[src/rtl/caravel.sv]
// Byte-to-word packer: collects groups of four input bytes and emits two packed
// words plus a 10-bit byte sum per group, with partial-group flush on in_last.
module caravel (
    input  logic        wb_clk_i,
    input  logic        wb_rst_i,
    input  logic [7:0]  in_data,
    input  logic        in_valid,
    input  logic        in_last,
    output logic        in_ready,
    output logic [15:0] out_data,
    output logic        out_valid,
    output logic        out_last,
    input  logic        out_ready
);

    localparam logic [1:0] COLLECT = 2'd0;
    localparam logic [1:0] EMIT0   = 2'd1;
    localparam logic [1:0] EMIT1   = 2'd2;
    localparam logic [1:0] EMIT2   = 2'd3;

    logic [1:0]  state_reg, state_next;
    logic [1:0]  cnt_reg;
    logic [7:0]  byte_reg [4];
    logic        last_reg;
    logic        in_ready_reg;
    logic [15:0] out_data_reg;
    logic        out_valid_reg;
    logic        out_last_reg;

    logic        in_fire;
    logic        out_fire;
    logic        closing;
    logic [7:0]  group_byte [4];
    logic [9:0]  byte_sum;

    assign in_fire  = in_valid && in_ready_reg;
    assign out_fire = out_valid_reg && out_ready;
    assign closing  = in_fire && (in_last || (cnt_reg == 2'd3));

    // Slots above the counter are still zero here, which gives the partial-group
    // flush its 0x00 padding for free.
    generate
        for (genvar gi = 0; gi < 4; gi++) begin : g_group
            assign group_byte[gi] = (cnt_reg == 2'(gi)) ? in_data : byte_reg[gi];
        end
    endgenerate

    assign byte_sum = {2'b00, byte_reg[0]} + {2'b00, byte_reg[1]}
                    + {2'b00, byte_reg[2]} + {2'b00, byte_reg[3]};

    always_comb begin
        state_next = state_reg;
        case (state_reg)
            COLLECT: if (closing)  state_next = EMIT0;
            EMIT0:   if (out_fire) state_next = EMIT1;
            EMIT1:   if (out_fire) state_next = EMIT2;
            EMIT2:   if (out_fire) state_next = COLLECT;
            default:               state_next = COLLECT;
        endcase
    end

    always_ff @(posedge wb_clk_i) begin
        if (wb_rst_i) begin
            state_reg     <= COLLECT;
            cnt_reg       <= 2'd0;
            last_reg      <= 1'b0;
            in_ready_reg  <= 1'b0;
            out_data_reg  <= 16'h0000;
            out_valid_reg <= 1'b0;
            out_last_reg  <= 1'b0;
            for (int i = 0; i < 4; i++) byte_reg[i] <= 8'h00;
        end else begin
            state_reg    <= state_next;
            // Registered so the producer sees ready exactly when COLLECT resumes.
            in_ready_reg <= (state_next == COLLECT);
            case (state_reg)
                COLLECT: begin
                    if (closing) begin
                        for (int i = 0; i < 4; i++) byte_reg[i] <= group_byte[i];
                        last_reg      <= in_last;
                        out_valid_reg <= 1'b1;
                        out_data_reg  <= {group_byte[1], group_byte[0]};
                        out_last_reg  <= 1'b0;
                    end else if (in_fire) begin
                        byte_reg[cnt_reg] <= in_data;
                        cnt_reg           <= cnt_reg + 2'd1;
                    end
                end
                EMIT0: begin
                    if (out_fire) out_data_reg <= {byte_reg[3], byte_reg[2]};
                end
                EMIT1: begin
                    if (out_fire) begin
                        out_data_reg <= {6'b000000, byte_sum};
                        out_last_reg <= last_reg;
                    end
                end
                EMIT2: begin
                    if (out_fire) begin
                        out_valid_reg <= 1'b0;
                        out_data_reg  <= 16'h0000;
                        out_last_reg  <= 1'b0;
                        last_reg      <= 1'b0;
                        cnt_reg       <= 2'd0;
                        for (int i = 0; i < 4; i++) byte_reg[i] <= 8'h00;
                    end
                end
                default: ;
            endcase
        end
    end

    assign in_ready  = in_ready_reg;
    assign out_data  = out_data_reg;
    assign out_valid = out_valid_reg;
    assign out_last  = out_last_reg;

endmodule

[config.mk]
export PLATFORM = sky130hd
export DESIGN_NAME = caravel
export DESIGN_NICKNAME = d
export VERILOG_FILES = /design/src/rtl/caravel.sv
export SDC_FILE = /design/constraint.sdc
export NUM_CORES = 1
export LEC_CHECK = 0
export CAP_MARGIN = 20
export CORE_MARGIN = 4
export CORE_UTILIZATION = 58
export DETAILED_ROUTE_END_ITERATION = 12
export PLACE_DENSITY = 0.79
export SYNTH_ARGS = -nofsm -noshare
export SYNTH_HDL_FRONTEND = slang
export SYNTH_SLANG_ARGS = --single-unit
[constraint.sdc]
create_clock -name wb_clk_i -period 4.19 [get_ports wb_clk_i]
set_input_delay 1.0475 -clock wb_clk_i [delete_from_list [all_inputs] [get_ports wb_clk_i]]
set_output_delay 1.0475 -clock wb_clk_i [all_outputs]
set_load 0.01 [all_outputs]
==> run metrics, run 1 <==
Worst Max-Slew Pin Slew 0.8937 ns; io pins 32; cell taking the most area after synthesis edfxtp_1; register area 1441 sq um; arrival time worst endpoint 3.36 ns; most common cell after layout, fill and taps aside inv_1; Die W 87.49 microns; Final Hold Viols 0; WS Path Type flip-flop to flip-flop; die height 87.49 microns; core area 6026 sq um; PwrDens 319.3 nW/um^2; outcome completed; max_slew headroom 40.20%; register area share after synthesis 39.33%; Root Buffer clkbuf_8; Netlist cell types 59; Max Freq 318.1 MHz; top cells by area, synth edfxtp_1 (26%), dfxtp_1 (13%), fa_1 (8.7%); post-DP HPWL 6351 microns; Ant. Diodes 0; most frequent cells in the layout inv_1 (52), nand2_1 (33), edfxtp_1 (32); Yosys top cell area share 26.22%; crit end category flip-flop; remaining antenna violation count 0; row count 28; Place WS 1.079 ns; routing usage on met1 32.49%; GR peak layer met2; clock power share 24.6%; Post-synth ARST share 0%; synthesized cell area 3665 sq um; CTS Sinks 56; RSZ-0062 raised after global routing no; Vias 2,885; share of cells above drive strength 1 9.068%; ys flop type edfxtp_1; Sw Ratio 32.22%; Pleak 0.001615 uW; GR Util met2 39.86%; clock skew 0.01256 ns; clock insertion delay at the later pin of the skew report 0.32 ns; port bufs 31; Slew Limit Fails 0; Syn Area/Cell 9.905 sq um; fin crit period 3.144 ns; Fillers 494; Die ar. 7655 sq um; maximum vdd drop 0.1956 mV; Multi-input gate area 1958 sq um; clock-pin slew on the worst setup and hold paths 0.12 ns; Layout Cells excl Fill 472; min setup slack post-route 1.046 ns; setup TNS 0 ns; CTS resizes 0; worst hold path type flip-flop to flip-flop; gate count after technology mapping 370; max FFs per register 32; H-tree depth 2; starting density of the core 60.82%; via/cell ratio 6.112; FF+latch count, synth 56; largest net degree at the start of global routing 28; postcts setup bufs 0; vias in the first global route 2,818; wirelength, routed 8711 microns; EDFF count, synth 32; TritonCTS Buffers 5; placed cells 464; Worst EP required 4.41 ns; Int Pwr 889.2 uW; CTS tree built; global-route wire length before repair 14,170 microns; syn nets 412; antenna violations before repair 0; Final Setup Violations 0; crit start category flip-flop; clock buffer depth 2; Iter 0 DRT Violations 172; routed len/inst 18.46 microns; drc violations 0; final critical-path share of the clock period 75.02%; sequential power share 48.1%; maximum fanout along the worst path 3; Psw 422.8 uW; synthesis warning total 0; drt first pass iters 5; Total Routing Usage GR 24.30%; MaxCap Viol Count 0; Combinational Power Share 27.3%; Nets 438; Hold Buf Count CTS 0; GPL Wtd Cong 0.8892; Layout area overhead 12.12%; grt met3 use 4.352%; gr ovfl total 0
## power by group through the flow
stage / clock [uW] / combinational (uW) / sequential (uW)
2_1_floorplan: 0 / 255 / 641
3_3_place_gp: 0 / 346 / 642
3_5_place_dp: 0 / 353 / 643
4_1_cts: 328 / 357 / 631
5_1_grt: 356 / 399 / 635
6_report: 323 / 358 / 631
## cell usage after synthesis (all sizes together) (2+ instances only)
| cell type | instances |
|---|---|
| fa | 16 |
| o21ai | 16 |
| o211ai | 10 |
| nor3 | 8 |
| clkbuf | 7 |
| inv | 52 |
| a221oi | 2 |
| a21o | 3 |
| xnor2 | 2 |
| nand2 | 33 |
| mux2i | 9 |
| buf | 7 |
| nor2 | 28 |
| a32oi | 2 |
| edfxtp | 32 |
| o2bb2ai | 2 |
| a211oi | 6 |
| a21oi | 23 |
| o2111ai | 7 |
| ha | 13 |
| nand4 | 2 |
| a22o | 16 |
| or4 | 2 |
| and2 | 17 |
| nand3 | 7 |
| dfxtp | 24 |
| and3 | 2 |
| nand2b | 4 |
## logic make-up after synthesis
group | after synthesis | share of synthesized area, %
flops | 56 | 39.33
buf+inv | 66 | 7.238
xor+xnor | 3 | 0.7171
mux | 10 | 2.766
compound gates | 99 | 20.83
simple gates | 107 | 15.94
fa+ha+maj | 29 | 13.18
## critical path: stages, from the launching register on
cell      delay [ns]
edfxtp_1        0.45
inv_1           0.10
fa_1            0.44
fa_1            0.48
inv_1           0.06
ha_1            0.19
inv_1           0.07
fa_1            0.40
nand2b_1        0.19
a21o_1          0.19
a21bo_2         0.19
a31oi_1         0.21
nor2_1          0.07
## final timing paths
check | startpoint | endpoint | slack, ns | cells past startpoint
worst max-delay path | byte_reg[1][1] | out_data[7] | 1.05 | 12
worst min-delay path | out_data[15] | out_data[15] | 0.46 | 2
worst max register to register | byte_reg[1][1] | out_data[7] | 1.05 | 12
worst min register to register | out_data[15] | out_data[15] | 0.46 | 2
## per-layer routing
metal	routed length, microns	up-vias
met5	0	-
met4	189	0
li1	-	1366
met3	636	18
met2	4162	141
met1	3722	1360
## through the flow
step	utilization (%)	hold WS [ns]	cell area (sq um)	total power, uW
after floorplan	-	0.4762	3665	895.6
after global placement	66.61	0.4411	4014	987.6
after detailed placement	66.61	0.4484	4014	996.2
after CTS	68.19	0.4635	4109	1315
after global routing	68.19	0.4831	4109	1390
final	68.19	0.4644	4109	1312
## final cells by class
| class | instances | share of cell area [%] |
|---|---|---|
| multi-input cells | 248 | 47.66 |
| repair buffers | 33 | 7.917 |
| flip-flops and latches | 56 | 35.08 |
| well taps | 75 | 2.284 |
| clock inverters | 3 | 0.6395 |
| inverters | 52 | 4.750 |
| clock buffers | 5 | 1.675 |
(Power assumes the default switching activity.)
==> run 2, diff against run 1 <==
- CORE_UTILIZATION: 58 -> 53
- PLACE_DENSITY: 0.79 -> 0.76
- clock period: 4.19 -> 2.7 ns (I/O delays scaled with it)
==> run 2 against run 1 <==
Compared with the run above: the flow now finishes with violations (negative setup slack); combinational power grew 130%; non-clock buffer count is 60 higher; first-iteration DRC count up 48%; setup slack lost 1.3 ns; critical path type unchanged; largest cell class unchanged; highest routed layer unchanged.
==> run metrics, run 2 (synthesized netlist as in run 1, its figures left out) <==
H-tree depth 2; Sw Ratio 33.09%; FF-to-FF End out_data[8]; post-DP HPWL 7116 microns; maximum fanout along the worst path 2; crit end category flip-flop; remaining antenna violation count 0; max_slew headroom 54.38%; Slew Limit Fails 0; Iter 0 DRT Violations 254; Combinational Power Share 35.6%; placed cells 514; TritonCTS Buffers 5; fin crit period 2.927 ns; wirelength, routed 10,290 microns; Worst Max-Slew Pin Slew 0.6843 ns; largest net degree at the start of global routing 19; sequential power share 42.8%; Nets 498; Hold Buf Count CTS 0; Slowest-stage cell, CP fa_1; cell count of the worst hold path 2; clock insertion delay at the later pin of the skew report 0.32 ns; die height 91.16 microns; row count 30; Int Pwr 1524 uW; reg2reg start byte_reg[1][2]; Die W 91.16 microns; FF-to-FF path depth 10; io pins 32; clock power share 21.6%; most common cell after layout, fill and taps aside buf_4; Final Instance Area 4672 sq um; Vias 3,183; max FFs per register 32; final critical-path share of the clock period 108.4%; RSZ-0062 raised after global routing yes; clock buffer depth 2; Ant. Diodes 0; Total Routing Usage GR 24.85%; most frequent cells in the layout buf_4 (61), inv_1 (41), nand2_1 (33); share of cells above drive strength 1 26.70%; drc violations 0; utilization after layout 69.15%; CTS tree built; Worst Hold Endpoint out_data[12]; Worst EP required 2.92 ns; Layout area overhead 27.48%; clock-pin slew on the worst setup and hold paths 0.11 ns; Stages on worst setup path 10; global-route wire length before repair 16,100 microns; PwrDens 487.6 nW/um^2; port bufs 31; Max Freq 341.6 MHz; Final Setup Violations 6; routed len/inst 19.15 microns; Root Buffer clkbuf_8; vias in the first global route 3,038; Top delay family on crit path adder cells; worst path bufs/invs 2; drt first pass iters 5; Layout Cells excl Fill 537; Psw 753.9 uW; Hold Crit Start out_data[12]; outcome finished with violations; MaxCap Viol Count 0; CTS Sinks 56; Die ar. 8309 sq um; failing checks negative setup slack; via/cell ratio 5.927; clock skew 0.005680 ns; CP max stage delay 0.53 ns; reg2reg setup slack -0.23 ns; CP Cell Sequence inv_2 -> fa_1 -> fa_1 -> inv_2 -> ha_4 -> a211o_1 -> and2_4 -> and3_4 -> o2111a_1 -> o31a_1; Pleak 0.001911 uW; starting density of the core 54.24%; antenna violations before repair 0; worst hold path type flip-flop to flip-flop; crit start category flip-flop; maximum vdd drop 0.2934 mV; dpl cell area 4358 sq um; Final Hold Viols 0; core area 6756 sq um; gr ovfl total 0; arrival time worst endpoint 3.14 ns; WS Path Type flip-flop to flip-flop; GPL Wtd Cong 0.9070; min setup slack post-route -0.2270 ns
[run 2: power groups by stage]
stage	Combinational [uW]	Sequential, uW	Clock, uW
final	812	975	491
after global routing	880	980	537
after CTS	738	974	494
after detailed placement	671	993	0
after global placement	649	991	0
after floorplan	396	994	0
[run 2: timing repair]
item / 4_1_cts / 5_1_grt
gates resized for setup: 18 / 10
setup endpoints to repair: 7 / 8
cloned: 0 / 0
buffers inserted: 5 / 9
pin swaps: 25 / 18
[run 2: worst max path at each step]
stage	start	to	slack [ns]
2_1_floorplan	byte_reg[1][2]	out_data[8]	-0.18
3_3_place_gp	byte_reg[2][1]	out_data[7]	-0.22
3_5_place_dp	byte_reg[1][1]	out_data[7]	-0.28
4_1_cts	byte_reg[2][2]	out_data[8]	-0.22
5_1_grt	byte_reg[1][6]	out_data[8]	-0.32
6_report	byte_reg[1][2]	out_data[8]	-0.23
[run 2: routing by layer]
metal / vias to the layer above / global-route usage [%] / wire (microns) / part of all wire [%]
li1: 1482 / - / - / -
met1: 1518 / 34.49 / 4278 / 42
met2: 159 / 40.28 / 4978 / 48
met3: 24 / 3.894 / 775 / 7.5
met4: 0 / 7.161 / 253 / 2.5
met5: - / 0 / 0 / 0
[run 2: area by class of cell]
class	count	area, sq um
timing repair buffer	93	775.7
multi-input combinational	248	2068
tap	80	100.1
sequential	56	1441
clock inverter	3	22.52
clock buffer	5	68.82
fill	506	2085
inverter	52	195.2
[run 2: worst register-to-register path: cells and delay by family (launching register included)]
kind,cells,cell delay [ns]
AO/OA/AOI/OAI,3,0.78
adder cells (fa/ha/maj),3,1.17
buffers and inverters,2,0.15
flip-flops,1,0.43
AND/OR/NAND/NOR,2,0.30
[run 2: metrics by stage]
stage | hold WS, ns | power (uW) | worst slack, ns | setup TNS (ns)
finish | 0.4663 | 2278 | -0.2270 | -0.6705
detailed placement | 0.4494 | 1664 | -0.2810 | -1.061
CTS | 0.4693 | 2206 | -0.2155 | -0.6945
global placement | 0.4416 | 1640 | -0.2250 | -0.7778
floorplan | 0.4762 | 1390 | -0.1820 | -0.3766
global route | 0.4908 | 2397 | -0.3152 | -1.500
==> run 3, diff against run 2 <==
- ABC_CLOCK_PERIOD_IN_PS: not set -> 2700
- SLEW_MARGIN: not set -> 15
==> run 3 against run 2 <==
Compared with the run above: the run still ends with negative setup slack left; critical path type unchanged; non-clock buffer count fell by 1; power about the same; largest power group unchanged; fmax decreased by 0.23%.
==> run metrics, run 3 (synthesized netlist as in run 1, its figures left out) <==
TritonCTS Buffers 5; min setup slack post-route -0.2339 ns; Slew Limit Fails 0; Ant. Diodes 0; max_slew headroom 52.44%; Layout area overhead 27.42%; WS Path Type flip-flop to flip-flop; post-DP HPWL 7116 microns; clock insertion delay at the later pin of the skew report 0.32 ns; global-route wire length before repair 16,100 microns; maximum fanout along the worst path 2; Total Routing Usage GR 24.85%; row count 30; port bufs 31; routing usage on met1 34.49%; routed len/inst 19.17 microns; crit end category flip-flop; final critical-path share of the clock period 108.7%; Worst EP required 2.92 ns; GR Util met2 40.28%; Iter 0 DRT Violations 261; remaining antenna violation count 0; failing checks negative setup slack; FF-to-FF path depth 10; clock-pin slew on the worst setup and hold paths 0.11 ns; PwrDens 487.6 nW/um^2; clock buffer depth 2; most common cell after layout, fill and taps aside buf_4; CP Cell Sequence inv_2 -> fa_1 -> fa_1 -> inv_2 -> ha_4 -> a211o_1 -> and2_4 -> and3_4 -> o2111a_1 -> o31a_1; reg2reg setup slack -0.23 ns; drc violations 0; Fillers 505; Die W 91.16 microns; drt first pass iters 5; CTS Sinks 56; share of cells above drive strength 1 26.75%; fin crit period 2.934 ns; antenna violations before repair 0; gr ovfl total 0; register area 1441 sq um; core area 6756 sq um; vias in the first global route 3,038; outcome finished with violations; RSZ-0062 raised after global routing yes; critical path startpoint byte_reg[1][2]; cell count of the worst hold path 2; Worst Max-Slew Pin Slew 0.7121 ns; Final Hold Viols 0; Root Buffer clkbuf_8; Min Hold Slack 0.4664 ns; CP max stage delay 0.53 ns; Final Setup Violations 6; Slowest-stage cell, CP fa_1; die height 91.16 microns; GR peak layer met2; Die ar. 8309 sq um; Final Instance Area 4669 sq um; reg2reg start byte_reg[1][2]; via/cell ratio 5.979; max FFs per register 32; maximum vdd drop 0.2921 mV; most frequent cells in the layout buf_4 (61), inv_1 (41), nand2_1 (33); GPL Wtd Cong 0.9070; Vias 3,205; dpl cell area 4358 sq um; Hold Crit Start out_data[12]; Worst Hold Endpoint out_data[12]; worst hold path type flip-flop to flip-flop; H-tree depth 2; io pins 32; clock skew 0.007244 ns; wirelength, routed 10,280 microns; Nets 497; crit start category flip-flop; Pleak 0.001907 uW; arrival time worst endpoint 3.15 ns; CTS tree built; FF-to-FF End out_data[8]; Multi-input gate area 2073 sq um; grt met3 use 3.894%; setup TNS -0.6904 ns; starting density of the core 54.24%; largest net degree at the start of global routing 19; MaxCap Viol Count 0; Max Freq 340.8 MHz
-- run 3: cell count changes in the layout (fill, tap and decap cells not counted) --
cell / before / now
a211oi_1: 4 / 3
a211oi_2: 2 / 3
clkbuf_4: 1 / 0
-- run 3: metal layers --
layer | vias to the layer above | wire length (microns)
met5 | - | 0
met4 | 0 | 233
met3 | 26 | 757
met2 | 166 | 4966
met1 | 1531 | 4320
li1 | 1482 | -
-- run 3: timing repair --
action                     in CTS  in global routing
gates resized for setup        18                 10
hold buffers                    0                  0
setup endpoints to repair       7                  8
pin swaps                      25                 18
setup buffers                   5                  9
-- run 3: final cells by class --
type / instances / share of cell area (%)
clock buffers: 5 / 1.474
clock inverters: 3 / 0.4823
inverters: 52 / 4.180
multi-input cells: 248 / 44.40
flip-flops and latches: 56 / 30.87
well taps: 80 / 2.144
repair buffers: 92 / 16.45
-- run 3: worst max-delay path, delay by kind of cell (launching register included) --
family,cells,cell delay (ns)
AO/OA/AOI/OAI,3,0.78
adder cells (fa/ha/maj),3,1.17
buffers and inverters,2,0.15
flip-flops,1,0.44
AND/OR/NAND/NOR,2,0.30
-- run 3: where the power goes --
| part | internal [uW] | switching [uW] | total (uW) | leakage [uW] |
|---|---|---|---|---|
| sequential | 947 | 28.5 | 975 | 0.000528 |
| combinational | 390 | 422 | 812 | 0.00133 |
| clock | 187 | 303 | 490 | 0.0000485 |
-- run 3: worst max-delay path by stage --
stage,end,cells past startpoint
2_1_floorplan,out_data[8],10
3_3_place_gp,out_data[7],12
3_5_place_dp,out_data[7],12
4_1_cts,out_data[8],10
5_1_grt,out_data[8],10
6_report,out_data[8],10
-- run 3: per-stage QoR --
stage                     cells  utilization, %  setup WS [ns]  total power [uW]
after detailed placement    514           64.50        -0.2810              1664
final                       536           69.11        -0.2339              2277
after global placement      514           64.50        -0.2250              1640
after CTS                   527           67.48        -0.2155              2206
after floorplan             370               -        -0.1820              1390
after global routing        536           69.11        -0.3152              2397
==> edit, RTL diff (flow settings as in run 1) <==
Reset style: asynchronous (`wb_rst_i`), changed in one clocked block.
--- a/src/rtl/caravel.sv
+++ b/src/rtl/caravel.sv
@@ -61,3 +61,3 @@
 
-    always_ff @(posedge wb_clk_i) begin
+    always_ff @(posedge wb_clk_i or posedge wb_rst_i) begin
         if (wb_rst_i) begin
Check against the original RTL: differs if wb_rst_i is asserted again (counterexample within 4 cycles, from zero or initial values and one cycle with wb_rst_i high); with wb_rst_i held inactive, the same outputs for 4 cycles.
==> edit against run 1 <==
Sequential cell count is the same. Largest cell class unchanged. Synthesized area shrank 0.61%. Utilization shrank 0.58 points. Setup slack gained 0.0056 ns. Count of clock-buffer cells in the layout grew 2. Non-clock buffer count is the same. Critical path depth shrank 2. Design area shrank 1.4%. Routed wire length grew 4.2%. Final cell count grew 4.2%.
Power is not compared: it rests on default switching activity, and its combinational part moved more than twofold at a synthesized area within 25%.
==> edit: results <==
set metrics [dict create \
    synth-adder-area-share_pct 14.6 \
    async_flop_share_pct 100 \
    clk_pin_slew_worst_paths_ns 0.10 \
    yosys-top-cells-area "dfrtp_1, fa_1, nand2_1" \
    gp_congestion 0.867 \
    status "finished, final reports clean" \
    worst_hold_slack_ns 0.487 \
    clockBufferDepth 2 \
    dp_slack_ns 1.09 \
    yosys_warnings 0 \
    cp_top_family "adder cells" \
    dp.cells 484 \
    tightestPinTransition_ns 0.846 \
    fin_nets 462 \
    synth.top_cells.by_count "nand2_1, dfrtp_1, inv_1" \
    routed_via_density 6.08 \
    synth-xor-area-share_pct 0.721 \
    synth_cells 394 \
    synth-seq-area-share_pct 38.5 \
    n_antenna_cell 0 \
    hp-start "out_data[1]$_DFFE_PP0P_" \
    synth_fp_nets 440 \
    min_path_type "reg2reg" \
    first_global_vias 2869 \
    grt_max_degree 31 \
    clock_latency_ns 0.32 \
    fin_cells 492 \
    r2r_start "byte_reg[2]$_DFFE_PP0P_" \
    synth_cell_types 46 \
    min_period_ns 3.14 \
    synth_top_flop_cell "dfrtp_1" \
    wirelength_um 9080 \
    critical_path_arrival_ns 3.35 \
    grt_pass1_wl_um 14700 \
    critPathMaxFanout 3 \
    grt_usage_pct 25.2 \
    drtIter0Drc 391 \
    hpwl_um 6620 \
    final.setup_skew_ns 0.00993 \
    slowest_delay_ns 0.58 \
    drive_above_1_share_pct 4.32 \
    synth_compound_area_share_pct 24.5 \
    worst_path_max_delay_cell "fa_1" \
    synth_mux_area_share_pct 2.75 \
]
-- edit: area by class of cell --
type                            count  area, µm²
Clock buffer                        7       86.3
Sequential cell                    56       1400
Multi-Input combinational cell    268       1940
Clock inverter                      1       7.51
Tap cell                           75       93.8
Timing Repair Buffer               33        325
Fill cell                         505       1940
Inverter                           52        195
-- edit: stage by stage --
| step | instance area [µm²] | utilization [%] | power [mW] |
|---|---|---|---|
| 2_1_floorplan | 3640 | - | 0.562 |
| 3_3_place_gp | 3960 | 66.0 | 0.585 |
| 3_5_place_dp | 3960 | 66.0 | 0.585 |
| 4_1_cts | 4050 | 67.6 | 0.897 |
| 5_1_grt | 4050 | 67.6 | 0.923 |
| 6_report | 4050 | 67.6 | 0.890 |
-- edit: path summary, 6_finish.rpt --
kind                                       endpoint  cells past startpoint
max in group asynchronous  byte_reg[25]$_DFFE_PP0P_                      3
min in group asynchronous   out_data[0]$_DFFE_PP0P_                      2
setup / recovery            out_data[6]$_DFFE_PP0P_                     10
hold / removal              out_data[1]$_DFFE_PP0P_                      1
hold reg to reg             out_data[1]$_DFFE_PP0P_                      1
setup reg to reg            out_data[6]$_DFFE_PP0P_                     10
-- edit: routing by layer --
layer  routed length, µm  track usage (%)  up-vias
met2                4060             38.7      144
met4                 134             6.00        0
met1                4210             37.6     1434
met3                 675             3.78       14
li1                    -                -     1401
met5                   0                0        -
-- edit: report_power, final --
| group | internal [mW] | switching, mW |
|---|---|---|
| Combinational | 0.0126 | 0.0219 |
| Sequential | 0.540 | 0 |
| Clock | 0.135 | 0.181 |
| Total | 0.688 | 0.203 |
